**config.mk**
```make
export PLATFORM = sky130hd
export DESIGN_NAME = hit_detector
export DESIGN_NICKNAME = d
export VERILOG_FILES = /design/src/rtl/hit_detector_pkg.sv /design/src/rtl/aabb_overlap.sv /design/src/rtl/hit_detector.sv
export SDC_FILE = /design/constraint.sdc
export NUM_CORES = 1
export LEC_CHECK = 0
export ABC_AREA = 1
export BUFFER_PORTS_ARGS = -buffer_cell sky130_fd_sc_hd__clkbuf_2
export CAP_MARGIN = 0
export CELL_PAD_IN_SITES_DETAIL_PLACEMENT = 2
export CELL_PAD_IN_SITES_GLOBAL_PLACEMENT = 2
export CORE_MARGIN = 2
export CORE_UTILIZATION = 29
export DETAILED_ROUTE_END_ITERATION = 10
export PLACE_DENSITY = 0.87
export SLEW_MARGIN = 0
export SYNTH_ARGS = -nofsm -noshare
export SYNTH_HDL_FRONTEND = slang
export SYNTH_SLANG_ARGS = --single-unit
```
**constraint.sdc**
```tcl
create_clock -name clk -period 1.9 [get_ports clk]
set_clock_uncertainty 0.1 [all_clocks]
set_input_delay 0.285 -clock clk [delete_from_list [all_inputs] [get_ports clk]]
set_output_delay 0.285 -clock clk [all_outputs]
set_load 0.005 [all_outputs]
```
**src/rtl/hit_detector_pkg.sv**
```systemverilog
// Shared types and default constants for the player hit detector.
// State encoding and counter widths are fixed here so game control can decode them.
package hit_detector_pkg;

    typedef enum logic [1:0] {
        ST_ARMED = 2'b00,
        ST_GRACE = 2'b01,
        ST_DEAD  = 2'b11
    } state_t;

    localparam int DEF_COORD_W      = 10;
    localparam int DEF_PLAYER_SZ    = 16;
    localparam int DEF_ENEMY_SZ     = 16;
    localparam int DEF_GRACE_FRAMES = 60;
    localparam int DEF_MAX_HITS     = 3;
    localparam int HIT_CNT_W        = 2;
    localparam int TIMER_W          = 8;

endpackage

```
**src/rtl/aabb_overlap.sv**
```systemverilog
// Combinational axis-aligned box overlap test; box A at (a_x,a_y), box B at (b_x,b_y).
// Edge sums use one extra bit so boxes near the right/bottom border never wrap.
module aabb_overlap
    import hit_detector_pkg::*;
#(
    parameter int COORD_W = DEF_COORD_W,
    parameter int A_SZ    = DEF_PLAYER_SZ,
    parameter int B_SZ    = DEF_ENEMY_SZ
) (
    input  logic [COORD_W-1:0] i_a_x,
    input  logic [COORD_W-1:0] i_a_y,
    input  logic [COORD_W-1:0] i_b_x,
    input  logic [COORD_W-1:0] i_b_y,
    input  logic               i_valid,
    output logic               o_overlap
);

    logic [COORD_W:0] w_a_x_end;
    logic [COORD_W:0] w_a_y_end;
    logic [COORD_W:0] w_b_x_end;
    logic [COORD_W:0] w_b_y_end;

    assign w_a_x_end = {1'b0, i_a_x} + (COORD_W+1)'(A_SZ);
    assign w_a_y_end = {1'b0, i_a_y} + (COORD_W+1)'(A_SZ);
    assign w_b_x_end = {1'b0, i_b_x} + (COORD_W+1)'(B_SZ);
    assign w_b_y_end = {1'b0, i_b_y} + (COORD_W+1)'(B_SZ);

    // Strict compares: boxes that only share an edge are not overlapping.
    assign o_overlap = i_valid
                     & ({1'b0, i_a_x} < w_b_x_end)
                     & ({1'b0, i_b_x} < w_a_x_end)
                     & ({1'b0, i_a_y} < w_b_y_end)
                     & ({1'b0, i_b_y} < w_a_y_end);

endmodule

```
**src/rtl/hit_detector.sv**
```systemverilog
// Player/enemy collision to single-cycle hit pulse, with frame-based grace window and death.
// Build option HIT_REARM_EN: leaving grace also waits for the overlap to clear.
module hit_detector
    import hit_detector_pkg::*;
#(
    parameter int COORD_W      = DEF_COORD_W,
    parameter int PLAYER_SZ    = DEF_PLAYER_SZ,
    parameter int ENEMY_SZ     = DEF_ENEMY_SZ,
    parameter int GRACE_FRAMES = DEF_GRACE_FRAMES,
    parameter int MAX_HITS     = DEF_MAX_HITS
) (
    input  logic                 clk,
    input  logic                 rst_n,
    input  logic                 i_frame_tick,
    input  logic                 i_enable,
    input  logic [COORD_W-1:0]   i_player_x,
    input  logic [COORD_W-1:0]   i_player_y,
    input  logic [COORD_W-1:0]   i_enemy_x,
    input  logic [COORD_W-1:0]   i_enemy_y,
    input  logic                 i_enemy_valid,
    output logic                 o_was_hit,
    output logic                 o_invuln,
    output logic [HIT_CNT_W-1:0] o_hit_count,
    output logic                 o_dead
);

    logic                 w_ovl;
    logic                 r_coll_q;
    state_t               r_state;
    state_t               w_state_nxt;
    logic [TIMER_W-1:0]   r_timer;
    logic [TIMER_W-1:0]   w_timer_nxt;
    logic [HIT_CNT_W-1:0] r_hit_count;
    logic [HIT_CNT_W-1:0] w_hit_count_nxt;
    logic                 r_was_hit;
    logic                 w_was_hit_nxt;

    aabb_overlap #(
        .COORD_W (COORD_W),
        .A_SZ    (PLAYER_SZ),
        .B_SZ    (ENEMY_SZ)
    ) u_overlap (
        .i_a_x     (i_player_x),
        .i_a_y     (i_player_y),
        .i_b_x     (i_enemy_x),
        .i_b_y     (i_enemy_y),
        .i_valid   (i_enemy_valid),
        .o_overlap (w_ovl)
    );

    always_ff @(posedge clk or negedge rst_n) begin
        if (!rst_n) begin
            r_coll_q    <= 1'b0;
            r_state     <= ST_ARMED;
            r_timer     <= '0;
            r_hit_count <= '0;
            r_was_hit   <= 1'b0;
        end else begin
            r_coll_q    <= w_ovl & i_enable;
            r_state     <= w_state_nxt;
            r_timer     <= w_timer_nxt;
            r_hit_count <= w_hit_count_nxt;
            r_was_hit   <= w_was_hit_nxt;
        end
    end

    always_comb begin
        w_state_nxt     = r_state;
        w_timer_nxt     = r_timer;
        w_hit_count_nxt = r_hit_count;
        w_was_hit_nxt   = 1'b0;
        case (r_state)
            ST_ARMED: begin
                // A frame tick coinciding with the hit is not charged to the new timer.
                if (r_coll_q) begin
                    w_was_hit_nxt   = 1'b1;
                    w_hit_count_nxt = r_hit_count + HIT_CNT_W'(1);
                    if (w_hit_count_nxt == HIT_CNT_W'(MAX_HITS)) begin
                        w_state_nxt = ST_DEAD;
                    end else begin
                        w_state_nxt = ST_GRACE;
                        w_timer_nxt = TIMER_W'(GRACE_FRAMES);
                    end
                end
            end
            ST_GRACE: begin
`ifdef HIT_REARM_EN
                if (r_timer == '0) begin
                    if (!r_coll_q) w_state_nxt = ST_ARMED;
                end else if (i_frame_tick) begin
                    w_timer_nxt = r_timer - TIMER_W'(1);
                    if (r_timer == TIMER_W'(1) && !r_coll_q) w_state_nxt = ST_ARMED;
                end
`else
                if (i_frame_tick) begin
                    w_timer_nxt = r_timer - TIMER_W'(1);
                    if (r_timer == TIMER_W'(1)) w_state_nxt = ST_ARMED;
                end
`endif
            end
            ST_DEAD: begin
                w_state_nxt = ST_DEAD;
            end
            default: begin
                w_state_nxt = ST_ARMED;
            end
        endcase
    end

    assign o_was_hit   = r_was_hit;
    assign o_invuln    = (r_state == ST_GRACE);
    assign o_dead      = (r_state == ST_DEAD);
    assign o_hit_count = r_hit_count;

endmodule
```
== Word level (Yosys, flattened, before mapping) ==
Index checks and enable logic that the tools add are counted.
Storage, ports and cells
  flip-flop bits (word level): 14
  bits of input ports: 45
  output and inout bits: 5
  logic and storage cells: 44
Cells by class
  add/subtract/negate cells: 6
  order comparisons: 4
  equality and inequality tests: 8
  multiplexer cells: 11
  bitwise gates (word level): 5
  reduce and logical (&&, ||, !) cells: 5
Operators by type and width (count)
  $add A10 B5 Y11 const B: 4
  $lt A10 B11 Y1: 4
  $mux W8: 3
  $pmux W8 S2: 1
  $eq A8 B1 Y1 const B: 1
  $mux W2: 4
  $sub A8 B1 Y8 const B: 1
  $ne A2 B2 Y1 const B: 3
  $pmux W2 S3: 1
  $and A1 B1 Y1: 5
  $eq A2 B2 Y1 const B: 2
  $reduce_and A4 Y1: 1
  $reduce_and A3 Y1: 1
  $add A2 B1 Y2 const B: 1
  $eq A2 B1 Y1 const B: 1
  $logic_not A2 Y1: 1
  $mux W1: 2
  $ne A2 B1 Y1 const B: 1
  $reduce_and A2 Y1: 1
  $reduce_bool A2 Y1: 1

== Longest topological paths before layout ==
  word-level depth: 7
  depth in mapped cells: 13
  depth with buffers taken out: 13

== Cells and area by module ==
A second synthesis with hierarchy kept.
Unflattened totals
  cells, all modules: 306
  area total of the unflattened synthesis: 2074.5 sq um
By module, submodules not included
  aabb_overlap: instances 1, cells an instance 196, area an instance 1227.4 sq um
  hit_detector: instances 1, cells an instance 110, area an instance 847.1 sq um

== Worst setup path after synthesis ==
OpenSTA, ideal clock, no wires.
  path type: input to register
  start point: in i_enemy_x[4]
  end point: reg r_coll_q
  setup time: 0.071 ns
  data arrival time: 1.528 ns
  data required time: 1.729 ns
  path slack: 0.201 ns
  stages on the path: 13
  buffers on the path: 0
  cell sequence: ha_1 nand2_1 nor2_2 xnor2_1 ha_1 a21o_1 nand3_1 nand2_1 inv_1 nand2_1 nor2_1 nand2_1 nor2_1
Between the ends
  longest elaborated chain between the ends: 7
  elaborated cells between the ends (all ways): 8
  those cells by class: 1 x add/sub; 2 x order compare; 5 x bitwise
RTL lines
  start, declared: line hit_detector.sv:18  | input logic [COORD_W-1:0] i_enemy_x,
  $add A10 B5 Y11: line aabb_overlap.sv:25  | assign w_b_x_end = {1'b0, i_b_x} + (COORD_W+1)'(B_SZ);
  $lt A10 B11 Y1: line aabb_overlap.sv:30  | & ({1'b0, i_a_x} < w_b_x_end)
  $and A1 B1 Y1: line aabb_overlap.sv:30
  $and A1 B1 Y1 (*): line aabb_overlap.sv:31  | & ({1'b0, i_b_x} < w_a_x_end)
  $and A1 B1 Y1 (*): line aabb_overlap.sv:32  | & ({1'b0, i_a_y} < w_b_y_end)
  $and A1 B1 Y1 (*): line aabb_overlap.sv:33  | & ({1'b0, i_b_y} < w_a_y_end);
  $and A1 B1 Y1 (*): line hit_detector.sv:59  | r_coll_q <= w_ovl & i_enable;
  end signal, assigned: line hit_detector.sv:59
  end, declared: line hit_detector.sv:28  | logic r_coll_q;
Mark *: on every way between the ends. The rest lies on a longest branch, timed or not.
A chain may end at the register's enable or synchronous reset.

== Final worst setup path ==
  start point: in i_player_y[5]
  end point: reg r_coll_q
Between the ends
  longest elaborated chain between the ends: 4
  elaborated cells between the ends (all ways): 6
  those cells by class: 1 x add/sub; 2 x order compare; 3 x bitwise
RTL lines
  start, declared: line hit_detector.sv:17  | input logic [COORD_W-1:0] i_player_y,
  $add A10 B5 Y11 / $lt A10 B11 Y1 (equally long branches): line aabb_overlap.sv:24, aabb_overlap.sv:32
  $lt A10 B11 Y1 / $and A1 B1 Y1 (equally long branches): line aabb_overlap.sv:33, aabb_overlap.sv:32
  $and A1 B1 Y1 (*): line aabb_overlap.sv:33
  $and A1 B1 Y1 (*): line hit_detector.sv:59
Marks and branches as above.

==> impl_metrics.env <==
export IMPL_status="finished clean"
export IMPL_syn_inst=280
export IMPL_cts_root_buffer="clkbuf_8"
export IMPL_grt_max_degree=15
export IMPL_ys_warn_count=0
export IMPL_antenna_found_initial=0
export IMPL_syn_nets=369
export IMPL_start_util_pct=29.48
export IMPL_die_y_microns=86.64
export IMPL_std_cell_rows=30
export IMPL_power_per_cell_area_nw_per_um2=754.2
export IMPL_drc_errors=0
export IMPL_cp_start_kind="input pin"
export IMPL_arrival_ns=1.83
export IMPL_dp_slack_ns=-0.1142
export IMPL_drtPass1Iterations=4
export IMPL_async_flop_share_pct=100.0
export IMPL_final_util_pct=37.19
export IMPL_dp_cells=421
export IMPL_relSlewSlack_pct=73.86
export IMPL_ys_ff_latch=14
export IMPL_grt_overflow=0
export IMPL_crit_fanout=3
export IMPL_gp_congestion=0.7604
export IMPL_diodes=0
export IMPL_drv_slew=0
export IMPL_ys_seq_area_share_pct=17.69
export IMPL_synth_edf_count=0
export IMPL_cts_tree="built"
export IMPL_tightest_slew_ns=0.3920
export IMPL_most_common_layout_cells="nand2_1, clkbuf_2, ha_1"
export IMPL_final_net_count=438
export IMPL_wirelength_microns=5840
export IMPL_chipWidth_microns=86.64
export IMPL_path_class="in -> reg"
export IMPL_numPortBuffers=49
export IMPL_vias=2073
export IMPL_fin_cells=428
export IMPL_rsz0062_at_grt="false"
export IMPL_peakVddDrop_mv=0.2400
export IMPL_synth_main_ff_cell="dfrtp_1"
export IMPL_clk_latency_ns=0.26
export IMPL_drt_iter0_drc=16
export IMPL_syn_area_per_cell_sq_um=7.074
export IMPL_avgRoutedWirePerCell_microns=13.64
export IMPL_path_clk_slew_ns=0.07
export IMPL_period_minus_slack_ns=1.735
export IMPL_num_io_pins=50
export IMPL_endpoint_kind="flip-flop"
export IMPL_cts_buffer_depth=2
export IMPL_synthesis_area_sq_um=1981
export IMPL_drv_cap=0
export IMPL_via_per_inst=4.843
export IMPL_hold_viol_final=0
export IMPL_drive_gt1_share_pct=21.84
export IMPL_cts_sinks=14
export IMPL_yosys_cell_types_count=24
export IMPL_dp_hpwl_microns=5111
export IMPL_finalSetupViolCount=0
export IMPL_cp_required_ns=1.99
export IMPL_dieArea_sq_um=7506
export IMPL_grt_pass1_vias=2293
export IMPL_total_power_w=0.001884
export IMPL_p_leak_nw=1.407
export IMPL_hold_class="in -> async"
export IMPL_worst_slack_ns=0.1654
export IMPL_fp_coreArea_sq_um=6719
export IMPL_area_growth_pct=26.15
export IMPL_period_share_pct=91.30
export IMPL_final_common_cell="nand2_1"
export IMPL_fmax_mhz=576.5
export IMPL_ant_nets=0
export IMPL_grtUsageTotal_pct=16.12
export IMPL_cts_buffers=3
export IMPL_h_tree_depth=1
export IMPL_grt_pass1_wl_microns=9853
layer usage:
| metal | up-vias | wire length, microns | track usage [%] |
|---|---|---|---|
| li1 | 1048 | - | - |
| met1 | 988 | 2270 | 17.52 |
| met2 | 31 | 3387 | 33.50 |
| met3 | 6 | 125 | 0.9524 |
| met4 | 0 | 56 | 3.267 |
| met5 | - | 0 | 0 |
through the flow:
stage	area (sq um)	setup TNS, ns	hold slack (ns)
floorplan	1981	0	-0.1106
global placement	2412	-0.02576	0.1178
detailed placement	2412	-0.1142	0.1311
CTS	2477	0	0.4031
global route	2499	0	0.4314
finish	2499	0	0.3781
power by group:
group	switching (W)	total [W]	internal, W
sequential	0.0000772	0.000469	0.000392
clock	0.000121	0.000305	0.000184
combinational	0.000658	0.00111	0.000452
total	0.000857	0.00188	0.00103
worst paths after layout:
check	startpoint	endpoint	slack [ns]	cells after the start
max	i_player_y[5]	r_coll_q$_DFF_PN0_	0.17	13
min	rst_n	r_timer[7]$_DFFE_PN0P_	0.38	2
max reg2reg	r_state[1]$_DFFE_PN0P_	r_timer[0]$_DFFE_PN0P_	0.21	10
min reg2reg	r_timer[4]$_DFFE_PN0P_	r_timer[4]$_DFFE_PN0P_	0.44	2
max in group asynchronous	rst_n	r_timer[0]$_DFFE_PN0P_	1.03	2
min in group clk	r_timer[4]$_DFFE_PN0P_	r_timer[4]$_DFFE_PN0P_	0.44	2
logic make-up after synthesis:
family | Yosys count | share of synthesized area [%]
and+or+nand+nor | 122 | 26.66
DFF | 14 | 17.69
adders and majority gates | 44 | 27.80
buffers and inverters | 44 | 8.717
AOI/OAI and AO/OA | 37 | 10.74
xor gates and xnor gates | 19 | 8.402
synthesized netlist by cell type, types with 3 or more instances:
cell type | count | area (sq um)
nand2_1 | 67 | 251.5
ha_1 | 44 | 550.5
inv_1 | 42 | 157.7
nor2_1 | 23 | 86.33
nand3_1 | 19 | 95.09
a21oi_1 | 14 | 70.07
dfrtp_1 | 14 | 350.3
xor2_1 | 14 | 122.6
o21ai_0 | 8 | 40.04
o21ai_1 | 6 | 30.03
nand4_1 | 5 | 31.28
xnor2_1 | 5 | 43.79
nand3b_1 | 4 | 30.03
a21boi_0 | 3 | 22.52
a21o_1 | 3 | 22.52
worst max-delay path, stage by stage:
cell,delay (ns)
clkbuf_2,0.10
ha_1,0.22
nand3_1,0.12
xor2_1,0.16
ha_1,0.30
a21o_1,0.16
nand3_1,0.08
nand2_1,0.05
inv_1,0.05
nand2_1,0.05
nor2_1,0.10
nand2_1,0.07
nor2_1,0.08
registers in the layout, summed over array words and instances (netlist names):
signal       cells
o_was_hit        1
o_hit_count      2
r_timer          8
r_state          2
r_coll_q         1
area by class of cell:
cell class                 instances  area (sq um)
clock buffer                       4         55.05
fill                             831          4220
inverter                          43         161.4
multi-input combinational        222          1460
sequential                        14         350.3
tap                               80         100.1
timing repair buffer              65         371.6
repair_timing:
| action | in CTS | in global routing |
|---|---|---|
| endpoints found under the setup margin | 0 | 3 |
| hold buffers | 1 | 0 |
| endpoints found under the hold margin | 14 | 0 |
| gates resized for setup | 0 | 3 |
| setup buffers | 0 | 2 |
(Power assumes the default switching activity.)
